**src/rtl/config_chain_loader.sv**
```systemverilog
// Configuration chain loader: clears a single-bit scan chain, then serialises
// bitstream words (LSB first) onto the chain head with one enabled shift per bit.
module config_chain_loader #(
   parameter int CHAIN_LEN = 64,
   parameter int WORD_W    = 8,
   parameter int CNT_W     = $clog2(CHAIN_LEN + 1)
) (
   input  logic              clk,
   input  logic              reset,
   input  logic              start,
   input  logic [WORD_W-1:0] cfg_word,
   input  logic              cfg_valid,
   output logic              cfg_ready,
   output logic              chain_rst,
   output logic              chain_shift_en,
   output logic              chain_head,
   output logic              busy,
   output logic              done
);

   localparam int WB_W  = $clog2(WORD_W + 1);
   localparam int CMP_W = (CNT_W > WB_W) ? CNT_W : WB_W;

   localparam logic [2:0] S_IDLE  = 3'd0;
   localparam logic [2:0] S_CLEAR = 3'd1;
   localparam logic [2:0] S_FETCH = 3'd2;
   localparam logic [2:0] S_SHIFT = 3'd3;
   localparam logic [2:0] S_DONE  = 3'd4;

   localparam logic [CNT_W-1:0] CHAIN_LEN_C = CNT_W'(CHAIN_LEN);

   logic [2:0]        state_q, state_d;
   logic [CNT_W-1:0]  remaining_q, remaining_d;
   logic [WB_W-1:0]   word_bits_q, word_bits_d;
   logic [WORD_W-1:0] sreg_q, sreg_d;

   // The last word may be partial: only the bits still owed to the chain are shifted.
   logic [CMP_W-1:0] rem_ext, word_ext;
   logic [WB_W-1:0]  first_bits;

   assign rem_ext    = CMP_W'(remaining_q);
   assign word_ext   = CMP_W'(WORD_W);
   assign first_bits = (rem_ext < word_ext) ? WB_W'(rem_ext) : WB_W'(word_ext);

   always_comb begin
      // NOTE: every variable gets a default first so no path leaves it unassigned (no latches).
      state_d     = state_q;
      remaining_d = remaining_q;
      word_bits_d = word_bits_q;
      sreg_d      = sreg_q;
      case (state_q)
         S_IDLE: begin
            if (start) state_d = S_CLEAR;
         end
         S_CLEAR: begin
            remaining_d = CHAIN_LEN_C;
            state_d     = S_FETCH;
         end
         S_FETCH: begin
            if (cfg_valid) begin
               sreg_d      = cfg_word;
               word_bits_d = first_bits;
               state_d     = S_SHIFT;
            end
         end
         S_SHIFT: begin
            sreg_d      = sreg_q >> 1;
            word_bits_d = word_bits_q - WB_W'(1);
            remaining_d = remaining_q - CNT_W'(1);
            if (remaining_q == CNT_W'(1))      state_d = S_DONE;
            else if (word_bits_q == WB_W'(1))  state_d = S_FETCH;
         end
         S_DONE: begin
            state_d = S_IDLE;
         end
         default: begin
            state_d = S_IDLE;
         end
      endcase
   end

   // NOTE: sequential state uses non-blocking assignments only; reset is synchronous.
   always_ff @(posedge clk) begin
      if (reset) begin
         state_q     <= S_IDLE;
         remaining_q <= '0;
         word_bits_q <= '0;
         sreg_q      <= '0;
      end else begin
         state_q     <= state_d;
         remaining_q <= remaining_d;
         word_bits_q <= word_bits_d;
         sreg_q      <= sreg_d;
      end
   end

   assign busy           = (state_q != S_IDLE);
   assign chain_rst      = (state_q == S_CLEAR);
   assign cfg_ready      = (state_q == S_FETCH);
   assign chain_shift_en = (state_q == S_SHIFT);
   assign chain_head     = (state_q == S_SHIFT) & sreg_q[0];
   assign done           = (state_q == S_DONE);

endmodule

```
**config.mk**
```make
export PLATFORM = sky130hd
export DESIGN_NAME = config_chain_loader
export DESIGN_NICKNAME = d
export VERILOG_FILES = /design/src/rtl/config_chain_loader.sv
export SDC_FILE = /design/constraint.sdc
export NUM_CORES = 1
export LEC_CHECK = 0
export ABC_CLOCK_PERIOD_IN_PS = 1600
export BUFFER_PORTS_ARGS = -buffer_cell sky130_fd_sc_hd__buf_2
export CAP_MARGIN = 40
export CORE_MARGIN = 1.5
export CORE_UTILIZATION = 40
export DETAILED_ROUTE_END_ITERATION = 12
export GPL_TIMING_DRIVEN = 0
export HOLD_SLACK_MARGIN = 0.15
export PLACE_DENSITY = 0.73
export SLEW_MARGIN = 20
export SYNTH_ARGS = -nofsm -noshare
export SYNTH_HDL_FRONTEND = slang
export SYNTH_SLANG_ARGS = --single-unit
```
**constraint.sdc**
```tcl
create_clock -name clk -period 1.6 [get_ports clk]
set_clock_uncertainty 0.15 [all_clocks]
set_input_delay 0.32 -clock clk [delete_from_list [all_inputs] [get_ports clk]]
set_output_delay 0.32 -clock clk [all_outputs]
set_load 0.05 [all_outputs]
```
==> metrics.txt, run 1 <==
# TYPE chip_impl_metric gauge
chip_impl_metric{name="postSynthCellCount",unit=""} 141
chip_impl_metric{name="wl_per_cell",unit="um"} 15.6
chip_impl_metric{name="std_cell_rows",unit=""} 20
chip_impl_metric{name="critical_path_buf_inv_count",unit=""} 3
chip_impl_metric{name="worst-slew-pin-transition",unit="ps"} 629
chip_impl_metric{name="placement.io_buffers",unit=""} 15
chip_impl_metric{name="mappedNetlistArea",unit="mm2"} 0.00128
chip_impl_info{name="slowest_stage",value="or3b_4"} 1
chip_impl_metric{name="numClockSinks",unit=""} 22
chip_impl_metric{name="final_cells",unit=""} 230
chip_impl_metric{name="first_iter_violations",unit=""} 61
chip_impl_metric{name="nFillCells",unit=""} 264
chip_impl_metric{name="whs",unit="ps"} 245
chip_impl_metric{name="clk_latency",unit="ps"} 330
chip_impl_metric{name="cap_violations",unit=""} 0
chip_impl_info{name="failed_checks",value="setup timing"} 1
chip_impl_metric{name="drt_pre_antenna_iters",unit=""} 4
chip_impl_metric{name="timing.final.crit_share",unit="%"} 120
chip_impl_metric{name="drc",unit=""} 0
chip_impl_metric{name="final_hold_viol_count",unit=""} 0
chip_impl_metric{name="synth-seq-area-share",unit="%"} 34.4
chip_impl_info{name="min_path_type",value="input port to flip-flop"} 1
chip_impl_metric{name="antenna_diodes",unit=""} 0
chip_impl_metric{name="clock.fmax",unit="MHz"} 523
chip_impl_info{name="postSynth.topFlopCell",value="dfxtp_1"} 1
chip_impl_info{name="critPathTopFamily",value="simple AND/OR/NAND/NOR gates"} 1
chip_impl_metric{name="setup_viol_count_final",unit=""} 12
chip_impl_info{name="cts_tree",value="done"} 1
chip_impl_info{name="startpoint_to_endpoint_class_of_the_critical_path",value="flip-flop to primary output"} 1
chip_impl_metric{name="finalCriticalPeriod",unit="ps"} 1910
chip_impl_info{name="yosys.cell_count.top_type",value="dfxtp_1"} 1
chip_impl_metric{name="postRouteWirelength",unit="um"} 3580
chip_impl_info{name="clk_root_buffer_cell",value="clkbuf_4"} 1
chip_impl_metric{name="place_congestion",unit=""} 0.816
chip_impl_metric{name="largest_net_degree_at_the_start_of_global_routing",unit=""} 13
chip_impl_metric{name="number_of_h_tree_branching_levels",unit=""} 1
chip_impl_info{name="crit_end_category",value="primary output"} 1
chip_impl_metric{name="postSynthNetCount",unit=""} 157
chip_impl_info{name="critPathLaunchType",value="flip-flop"} 1
chip_impl_metric{name="die-area",unit="mm2"} 0.00355
chip_impl_info{name="status",value="finished with violations"} 1
chip_impl_metric{name="share_of_the_synthesized_area_in_the_top_cell_type",unit="%"} 34.4
chip_impl_metric{name="final_layout_size_suffix_gt1_share",unit="%"} 48.9
chip_impl_metric{name="peakVddDrop",unit="uV"} 744
chip_impl_metric{name="p_per_area",unit="mW/mm2"} 723
chip_impl_metric{name="yosys.cell_types.count",unit=""} 51
chip_impl_metric{name="floorplan.die.height",unit="um"} 59.6
chip_impl_info{name="synthDominantAreaCellType",value="dfxtp_1"} 1
chip_impl_metric{name="path_max_fanout",unit=""} 7
chip_impl_metric{name="worst-endpoint-required",unit="ps"} 1130
chip_impl_metric{name="globalRoute.totalOverflow",unit=""} 0
chip_impl_metric{name="cp_slowest_stage_delay",unit="ps"} 400
chip_impl_metric{name="number_of_top_level_pins",unit=""} 18
chip_impl_metric{name="asyncSetResetFlopFracSynth",unit="%"} 0
chip_impl_metric{name="areaGrowthSynthToFinish",unit="%"} 50.3
chip_impl_metric{name="worst-endpoint-arrival",unit="ps"} 1440
chip_impl_metric{name="clkSlewWorstSetupHoldPaths",unit="ps"} 130
chip_impl_info{name="synth_top_cells_by_area",value="dfxtp_1, a22o_1, inv_1"} 1
chip_impl_metric{name="cts_buffers",unit=""} 3
chip_impl_metric{name="postSynthAreaPerCell",unit="um2"} 9.08
chip_impl_metric{name="dpl.cell_count",unit=""} 200
chip_impl_info{name="rsz0062_at_grt",value="yes"} 1
chip_impl_metric{name="max-slew-margin-rel",unit="%"} 58.1
chip_impl_metric{name="ys_ff_latch",unit=""} 22
chip_impl_metric{name="die_span_x",unit="um"} 59.6
chip_impl_metric{name="first_global_vias",unit=""} 1249
chip_impl_metric{name="layout.nets",unit=""} 203
chip_impl_metric{name="global_route_wire_length_before_repair",unit="um"} 5520
chip_impl_metric{name="start_util",unit="%"} 41.9
chip_impl_metric{name="grt_antenna_before_repair",unit=""} 0
chip_impl_metric{name="final.setup.worst_slack",unit="ps"} -314
chip_impl_metric{name="cts_max_path_buffers",unit=""} 2
chip_impl_metric{name="yosys_warnings",unit=""} 0
chip_impl_metric{name="drt.antenna.violating_nets",unit=""} 0
chip_impl_info{name="cp_cell_sequence",value="buf_6, or3b_4, clkinvlp_4, buf_8"} 1
chip_impl_metric{name="power_leakage",unit="uW"} 0.000800
chip_impl_metric{name="vias_per_cell",unit=""} 5.64
chip_impl_info{name="ys_top_cells_by_count",value="dfxtp_1, inv_1, nor2_1"} 1
chip_impl_metric{name="globalRouteTotalUtil",unit="%"} 20.9
chip_impl_metric{name="dpl.hpwl",unit="um"} 2060
chip_impl_metric{name="synth_edf_count",unit=""} 0
chip_impl_metric{name="core_area",unit="mm2"} 0.00305
chip_impl_metric{name="report.final.slew_viol_count",unit=""} 0
chip_impl_metric{name="number_of_vias_in_the_routed_layout",unit=""} 1297
[path summary, 6_finish.rpt]
kind | start | endpoint | slack, ps | cells after the start
worst max register to register | state_q[2] | rem_ext[3] | -240 | 6
worst min-delay path | reset | rem_ext[3] | 240 | 3
worst max-delay path | state_q[2] | chain_rst | -310 | 4
worst min register to register | sreg_q[5] | sreg_q[5] | 330 | 2
[final cells by class]
type                            count  area [um2]  area share (%)
Multi-Input combinational cell     93         858            44.6
Clock buffer                        4        36.3            1.89
Inverter                           16        68.8            3.58
Timing Repair Buffer               42         360            18.7
Sequential cell                    22         448            23.3
Tap cell                           44        55.1            2.86
Buffer                              9        97.6            5.07
[what timing repair did]
item / in CTS / in global routing
setup endpoints to repair: 17 / 22
endpoints found under the hold margin: 6 / 0
pin swaps: 6 / 8
hold buffers: 3 / 0
gates resized for setup: 39 / 20
setup buffers: 18 / 8
[report_power, final]
part	leakage (uW)	internal [uW]	switching, uW
combinational	0.000597	232	227
sequential	0.000182	583	29.1
clock	0.0000210	140	181
total	0.000800	955	437
[registers in the layout, indices dropped and copies added (netlist names)]
signal,cells
rem_ext,7
sreg_q,8
state_q,3
word_bits_q,4
[through the flow]
stage / TNS [ps] / instance area (um2) / setup WS, ps / total power, uW / util (%)
final: -1990 / 1920 / -314 / 1390 / 63.0
after CTS: -1860 / 1790 / -302 / 1330 / 58.8
after detailed placement: -822 / 1440 / -218 / 913 / 47.0
after floorplan: -112 / 1310 / -99.0 / 847 / -
after global placement: -500 / 1440 / -203 / 901 / 47.0
after global routing: -2560 / 1920 / -348 / 1450 / 63.0
[layer usage]
metal	track usage, %	vias up	wire length (um)	share of wire, %
met5	0	-	0	0
met4	7.62	0	58	1.6
met3	5.24	8	142	4.0
met2	36.6	35	1900	53
met1	24.5	640	1480	41
li1	-	614	-	-
[logic make-up after synthesis]
family	share of synthesized area, %
mux	2.54
buf+inv	10.5
flops	34.4
compound gates	19.6
simple gates	29.0
fa+ha+maj	3.91
[layout by cell type, fill, tap and decap left out, types with 2 or more instances in the layout]
cell type / instances
buf_4: 20
dfxtp_1: 16
inv_1: 13
nor2_1: 12
buf_2: 10
buf_6: 9
a22o_1: 7
buf_8: 6
nand3_1: 6
a221oi_2: 6
dfxtp_2: 6
a21oi_1: 5
clkbuf_4: 4
and3_1: 3
or3_1: 3
a31oi_1: 3
ha_1: 3
dlygate4sd3_1: 3
nand2_1: 2
mux2_2: 2
or4_4: 2
nand2b_1: 2
and4_1: 2
[tightest hold or removal path: cells and delay by family]
| family | cells | cell delay [ps] |
|---|---|---|
| buffers and inverters | 1 | 140 |
| muxes | 1 | 140 |
| and+or+nand+nor | 1 | 80 |
Power figures use the tool's default switching activity.
==> inputs of run 2 (changes only) <==
- PLACE_DENSITY: 0.73 -> not set
==> metrics.txt, run 2 (synthesis gave the netlist of run 1 again) <==
# TYPE chip_impl_metric gauge
chip_impl_metric{name="drc",unit=""} 0
chip_impl_metric{name="timing.final.crit_share",unit="%"} 118
chip_impl_metric{name="vias_per_cell",unit=""} 5.36
chip_impl_metric{name="reg2reg_setup_slack",unit="ps"} -130
chip_impl_info{name="regToRegEndpoint",value="rem_ext[3]"} 1
chip_impl_metric{name="final_hold_viol_count",unit=""} 0
chip_impl_metric{name="max-slew-margin-rel",unit="%"} 57.4
chip_impl_metric{name="cap_violations",unit=""} 0
chip_impl_info{name="cts_tree",value="done"} 1
chip_impl_metric{name="clkSlewWorstSetupHoldPaths",unit="ps"} 130
chip_impl_metric{name="floorplan.die.height",unit="um"} 59.6
chip_impl_info{name="worst_setup_path_startpoint",value="state_q[2]"} 1
chip_impl_info{name="crit_end_category",value="primary output"} 1
chip_impl_metric{name="worst-slew-pin-transition",unit="ps"} 639
chip_impl_info{name="commonest_cells_after_routing_fill_and_taps_aside",value="buf_4, dfxtp_1, buf_6"} 1
chip_impl_info{name="worst_r2r_startpoint",value="state_q[2]"} 1
chip_impl_metric{name="clock.fmax",unit="MHz"} 529
chip_impl_metric{name="final.setup.worst_slack",unit="ps"} -292
chip_impl_metric{name="clk_latency",unit="ps"} 310
chip_impl_metric{name="number_of_vias_in_the_routed_layout",unit=""} 1259
chip_impl_metric{name="std_cell_rows",unit=""} 20
chip_impl_metric{name="drt.antenna.violating_nets",unit=""} 0
chip_impl_metric{name="cts_max_path_buffers",unit=""} 2
chip_impl_metric{name="worst-endpoint-arrival",unit="ps"} 1420
chip_impl_metric{name="die_span_x",unit="um"} 59.6
chip_impl_metric{name="post-route-cell-area",unit="mm2"} 0.00202
chip_impl_metric{name="core_area",unit="mm2"} 0.00305
chip_impl_metric{name="start_util",unit="%"} 41.9
chip_impl_metric{name="final_layout_size_suffix_gt1_share",unit="%"} 50.3
chip_impl_metric{name="place_congestion",unit=""} 0.836
chip_impl_info{name="final_common_cell",value="buf_4"} 1
chip_impl_metric{name="cts_buffers",unit=""} 3
chip_impl_metric{name="numClockSinks",unit=""} 22
chip_impl_info{name="rsz0062_at_grt",value="yes"} 1
chip_impl_metric{name="power_leakage",unit="uW"} 0.000843
chip_impl_metric{name="path_max_fanout",unit=""} 6
chip_impl_metric{name="globalRouteTotalUtil",unit="%"} 20.6
chip_impl_metric{name="globalRoute.totalOverflow",unit=""} 0
chip_impl_metric{name="layout.nets",unit=""} 208
chip_impl_metric{name="worst-endpoint-required",unit="ps"} 1130
chip_impl_metric{name="first_iter_violations",unit=""} 68
chip_impl_metric{name="largest_net_degree_at_the_start_of_global_routing",unit=""} 13
chip_impl_info{name="critPathLaunchType",value="flip-flop"} 1
chip_impl_metric{name="setup_viol_count_final",unit=""} 17
chip_impl_info{name="top_register",value="sreg_q"} 1
chip_impl_info{name="timing.critical_path.to",value="chain_rst"} 1
chip_impl_metric{name="number_of_top_level_pins",unit=""} 18
chip_impl_metric{name="dpl.hpwl",unit="um"} 2030
chip_impl_metric{name="finalCriticalPeriod",unit="ps"} 1890
chip_impl_info{name="startpoint_to_endpoint_class_of_the_critical_path",value="flip-flop to primary output"} 1
chip_impl_metric{name="antenna_diodes",unit=""} 0
chip_impl_metric{name="global_route_wire_length_before_repair",unit="um"} 5520
chip_impl_info{name="clk_root_buffer_cell",value="clkbuf_4"} 1
chip_impl_metric{name="p_per_area",unit="mW/mm2"} 701
chip_impl_metric{name="areaGrowthSynthToFinish",unit="%"} 58.0
chip_impl_metric{name="dpl_worst_slack",unit="ps"} -220
chip_impl_metric{name="finalPower",unit="uW"} 1420
chip_impl_metric{name="report.final.slew_viol_count",unit=""} 0
chip_impl_info{name="min_path_type",value="input port to flip-flop"} 1
chip_impl_metric{name="peakVddDrop",unit="uV"} 354
chip_impl_metric{name="number_of_h_tree_branching_levels",unit=""} 1
chip_impl_metric{name="nFillCells",unit=""} 241
chip_impl_info{name="failed_checks",value="setup timing"} 1
chip_impl_metric{name="die-area",unit="mm2"} 0.00355
chip_impl_info{name="status",value="finished with violations"} 1
chip_impl_metric{name="wl_per_cell",unit="um"} 15.6
chip_impl_metric{name="grt_antenna_before_repair",unit=""} 0
chip_impl_metric{name="placement.io_buffers",unit=""} 15
chip_impl_metric{name="number_of_cells_traversed_by_the_worst_register_to_register_path",unit=""} 5
chip_impl_metric{name="drt_pre_antenna_iters",unit=""} 5
chip_impl_metric{name="largest_register_ff_count",unit=""} 8
chip_impl_metric{name="place_area",unit="mm2"} 0.00144
chip_impl_metric{name="postRouteWirelength",unit="um"} 3670
chip_impl_metric{name="first_global_vias",unit=""} 1215
## run 2: changes by cell type in the layout (fill, tap and decap cells not counted), sizes merged
cell	change
buf	+6
clkbuf	-1
## run 2: power breakdown
group | internal (uW) | switching, uW
Clock | 139 | 177
Combinational | 253 | 237
Sequential | 582 | 28.8
## run 2: timing repair
action                                  CTS  global route
hold endpoints to repair                  6             0
setup buffers                            19            11
resized for setup                        34            31
pin swaps                                 4            21
hold buffers                              3             0
endpoints found under the setup margin   13            20
## run 2: stage by stage
stage	TNS, ps	utilization [%]	hold slack, ps	cells
final	-1890	66.2	244	235
after global routing	-3340	66.2	222	235
after CTS	-1690	58.3	236	225
after detailed placement	-675	47.0	319	200
after global placement	-543	47.0	316	200
after floorplan	-112	-	298	141
## run 2: area by class of cell
class / instances / area [um2] / area share (%)
Multi-Input combinational cell: 93 / 871 / 43.1
Sequential cell: 22 / 449 / 22.2
Tap cell: 44 / 55.1 / 2.72
Buffer: 9 / 95.1 / 4.70
Inverter: 16 / 68.8 / 3.40
Timing Repair Buffer: 47 / 447 / 22.1
Clock buffer: 4 / 36.3 / 1.79
## run 2: worst min-delay path by stage
stage / start / endpoint / slack, ps / cells past startpoint
floorplan: sreg_q[7] / sreg_q[7] / 300 / 2
global placement: sreg_q[7] / sreg_q[7] / 320 / 2
detailed placement: sreg_q[7] / sreg_q[7] / 320 / 2
CTS: reset / rem_ext[5] / 240 / 3
global route: start / state_q[0] / 220 / 4
finish: start / state_q[0] / 240 / 4
## run 2: routing by layer
| layer | vias up | part of all wire [%] | wire length, um | global-route usage, % |
|---|---|---|---|---|
| met5 | - | 0 | 0 | 0 |
| met4 | 0 | 1.7 | 64 | 6.35 |
| met3 | 8 | 3.6 | 131 | 2.62 |
| met2 | 28 | 52 | 1920 | 36.1 |
| met1 | 606 | 42 | 1550 | 26.1 |
| li1 | 617 | - | - | - |
## run 2: worst max-delay path, cell delays in order (launching register included)
cell	delay (ps)
dfxtp_2	350
buf_6	120
or3b_4	410
clkinvlp_4	90
buf_8	140
==> inputs of run 3 (changes only) <==
--- a/config.mk
+++ b/config.mk
@@ -14,5 +14,5 @@
 export GPL_TIMING_DRIVEN = 0
 export HOLD_SLACK_MARGIN = 0.15
-export SLEW_MARGIN = 20
+export SLEW_MARGIN = 25
 export SYNTH_ARGS = -nofsm -noshare
 export SYNTH_HDL_FRONTEND = slang
==> constraint.sdc (replaced) <==
create_clock -name clk -period 1.6 [get_ports clk]
set_clock_uncertainty 0.15 [all_clocks]
set_input_delay 0.24 -clock clk [delete_from_list [all_inputs] [get_ports clk]]
set_output_delay 0.24 -clock clk [all_outputs]
set_load 0.05 [all_outputs]
==> metrics.txt, run 3 (synthesis gave the netlist of run 1 again) <==
# TYPE chip_impl_metric gauge
chip_impl_info{name="status",value="finished with violations"} 1
chip_impl_info{name="failed_checks",value="setup timing"} 1
chip_impl_metric{name="netSwitchingFraction",unit="%"} 32.4
chip_impl_metric{name="number_of_h_tree_branching_levels",unit=""} 1
chip_impl_info{name="commonest_cells_after_routing_fill_and_taps_aside",value="buf_4, dfxtp_1, inv_1, nor2_1, buf_2"} 1
chip_impl_metric{name="antenna_diodes",unit=""} 0
chip_impl_info{name="crit_top_cell",value="buf_8"} 1
chip_impl_metric{name="layout.nets",unit=""} 202
chip_impl_metric{name="first_iter_violations",unit=""} 46
chip_impl_metric{name="dpl.hpwl",unit="um"} 2080
chip_impl_metric{name="share_comb_of_total_power",unit="%"} 32.9
chip_impl_info{name="critPathLaunchType",value="flip-flop"} 1
chip_impl_metric{name="setup_viol_count_final",unit=""} 9
chip_impl_metric{name="die-area",unit="mm2"} 0.00355
chip_impl_metric{name="nFillCells",unit=""} 264
chip_impl_metric{name="final_hold_viol_count",unit=""} 0
chip_impl_metric{name="whs",unit="ps"} 162
chip_impl_metric{name="core_area",unit="mm2"} 0.00305
chip_impl_metric{name="vias_per_cell",unit=""} 5.48
chip_impl_metric{name="largest_net_degree_at_the_start_of_global_routing",unit=""} 14
chip_impl_metric{name="max-slew-margin-rel",unit="%"} 61.7
chip_impl_info{name="min-delay-start",value="start"} 1
chip_impl_info{name="critPathTopFamily",value="simple AND/OR/NAND/NOR gates"} 1
chip_impl_metric{name="critical_path_buf_inv_count",unit=""} 3
chip_impl_metric{name="timing.final.crit_share",unit="%"} 113
chip_impl_metric{name="worst-endpoint-arrival",unit="ps"} 1420
chip_impl_info{name="min_path_type",value="input port to flip-flop"} 1
chip_impl_metric{name="floorplan.die.height",unit="um"} 59.6
chip_impl_metric{name="globalRouteTotalUtil",unit="%"} 20.6
chip_impl_metric{name="report.final.slew_viol_count",unit=""} 0
chip_impl_metric{name="worst-slew-pin-transition",unit="ps"} 574
chip_impl_info{name="final_common_cell",value="buf_4"} 1
chip_impl_metric{name="final_layout_size_suffix_gt1_share",unit="%"} 47.8
chip_impl_info{name="slowest_stage",value="or3b_4"} 1
chip_impl_metric{name="start_util",unit="%"} 41.9
chip_impl_info{name="crit_end_category",value="primary output"} 1
chip_impl_metric{name="globalRoute.totalOverflow",unit=""} 0
chip_impl_metric{name="finalCriticalPeriod",unit="ps"} 1810
chip_impl_metric{name="peakVddDrop",unit="uV"} 316
chip_impl_metric{name="drt_pre_antenna_iters",unit=""} 4
chip_impl_metric{name="cp_slowest_stage_delay",unit="ps"} 390
chip_impl_metric{name="path_max_fanout",unit=""} 7
chip_impl_metric{name="areaGrowthSynthToFinish",unit="%"} 49.0
chip_impl_metric{name="dpl.cell_count",unit=""} 200
chip_impl_info{name="cts_tree",value="done"} 1
chip_impl_metric{name="numClockSinks",unit=""} 22
chip_impl_metric{name="drc",unit=""} 0
chip_impl_metric{name="grt_antenna_before_repair",unit=""} 0
chip_impl_metric{name="clock.fmax",unit="MHz"} 553
chip_impl_metric{name="std_cell_rows",unit=""} 20
chip_impl_metric{name="switchingPower",unit="uW"} 425
chip_impl_metric{name="dpl_worst_slack",unit="ps"} -156
chip_impl_metric{name="global_route_wire_length_before_repair",unit="um"} 5530
chip_impl_info{name="startpoint_to_endpoint_class_of_the_critical_path",value="flip-flop to primary output"} 1
chip_impl_metric{name="worst-endpoint-required",unit="ps"} 1210
chip_impl_metric{name="number_of_vias_in_the_routed_layout",unit=""} 1250
chip_impl_metric{name="largest_register_ff_count",unit=""} 8
chip_impl_info{name="rsz0062_at_grt",value="yes"} 1
chip_impl_metric{name="setup_tns",unit="ps"} -1080
chip_impl_info{name="cp_cell_sequence",value="buf_8, or3b_4, inv_2, buf_8"} 1
chip_impl_metric{name="final_cells",unit=""} 228
chip_impl_metric{name="cts_buffers",unit=""} 3
chip_impl_metric{name="number_of_cells_traversed_by_the_worst_register_to_register_path",unit=""} 5
chip_impl_info{name="top_register",value="sreg_q"} 1
chip_impl_metric{name="p_per_area",unit="mW/mm2"} 688
chip_impl_metric{name="final.setup.worst_slack",unit="ps"} -207
chip_impl_metric{name="place_congestion",unit=""} 0.728
chip_impl_metric{name="power_leakage",unit="uW"} 0.000800
chip_impl_metric{name="clk_latency",unit="ps"} 320
chip_impl_metric{name="wl_per_cell",unit="um"} 15.8
chip_impl_metric{name="number_of_top_level_pins",unit=""} 18
chip_impl_metric{name="postRouteWirelength",unit="um"} 3600
chip_impl_info{name="worst_setup_path_startpoint",value="state_q[1]"} 1
chip_impl_info{name="worst_r2r_startpoint",value="state_q[1]"} 1
chip_impl_metric{name="die_span_x",unit="um"} 59.6
chip_impl_metric{name="timing.critical_path.depth",unit=""} 4
chip_impl_metric{name="first_global_vias",unit=""} 1222
chip_impl_metric{name="cts_max_path_buffers",unit=""} 2
chip_impl_metric{name="power.share.clock",unit="%"} 20.5
chip_impl_metric{name="drt.antenna.violating_nets",unit=""} 0
chip_impl_metric{name="power_report.internal_total",unit="uW"} 888
chip_impl_info{name="clk_root_buffer_cell",value="clkbuf_4"} 1
chip_impl_metric{name="placement.io_buffers",unit=""} 15
chip_impl_metric{name="clkSlewWorstSetupHoldPaths",unit="ps"} 130
chip_impl_metric{name="cap_violations",unit=""} 0
chip_impl_metric{name="hold_depth",unit=""} 4
chip_impl_metric{name="seq_power_share",unit="%"} 46.6
run 3: tightest hold or removal path: cells and delay by family:
family	cells	cell delay, ps
mux	1	110
simple gates	1	110
buf+inv	1	100
compound gates	1	50
run 3: path summary, 6_finish.rpt:
path / slack [ps] / endpoint
max reg2reg: -110 / rem_ext[3]
max: -210 / chain_rst
min reg2reg: 340 / sreg_q[5]
min: 160 / state_q[0]
run 3: timing repair:
item / CTS / global route
gates resized for setup: 40 / 23
buffers inserted: 18 / 7
endpoints found under the hold margin: 7 / 1
setup endpoints to repair: 17 / 19
hold buffers: 2 / 1
pin swaps: 1 / 6
run 3: layout make-up:
type / instances / area, um2 / share of cell area, %
plain buffers: 7 / 78.8 / 4.13
clock buffers: 3 / 22.5 / 1.18
inverters: 16 / 65.1 / 3.41
multi-input cells: 93 / 842 / 44.2
flip-flops and latches: 22 / 459 / 24.1
well taps: 44 / 55.1 / 2.89
repair buffers: 43 / 384 / 20.1
run 3: layer usage:
metal | global-route usage (%) | vias to the layer above | wire [um]
met5 | 0 | - | 0
met4 | 10.5 | 0 | 95
met3 | 4.37 | 12 | 110
met2 | 35.3 | 23 | 1860
met1 | 23.9 | 608 | 1540
li1 | - | 607 | -
run 3: power groups by stage:
stage | Sequential (uW) | Clock (uW) | Combinational [uW]
floorplan | 612 | 0 | 230
global placement | 616 | 0 | 283
detailed placement | 618 | 0 | 289
CTS | 611 | 271 | 378
global route | 616 | 292 | 463
finish | 612 | 269 | 432
run 3: through the flow:
| step | total power (uW) | cell area (um2) | util [%] |
|---|---|---|---|
| 4_1_cts | 1260 | 1740 | 57.0 |
| 6_report | 1310 | 1910 | 62.5 |
| 3_5_place_dp | 908 | 1430 | 46.7 |
| 3_3_place_gp | 899 | 1430 | 46.7 |
| 2_1_floorplan | 842 | 1300 | - |
| 5_1_grt | 1370 | 1910 | 62.5 |
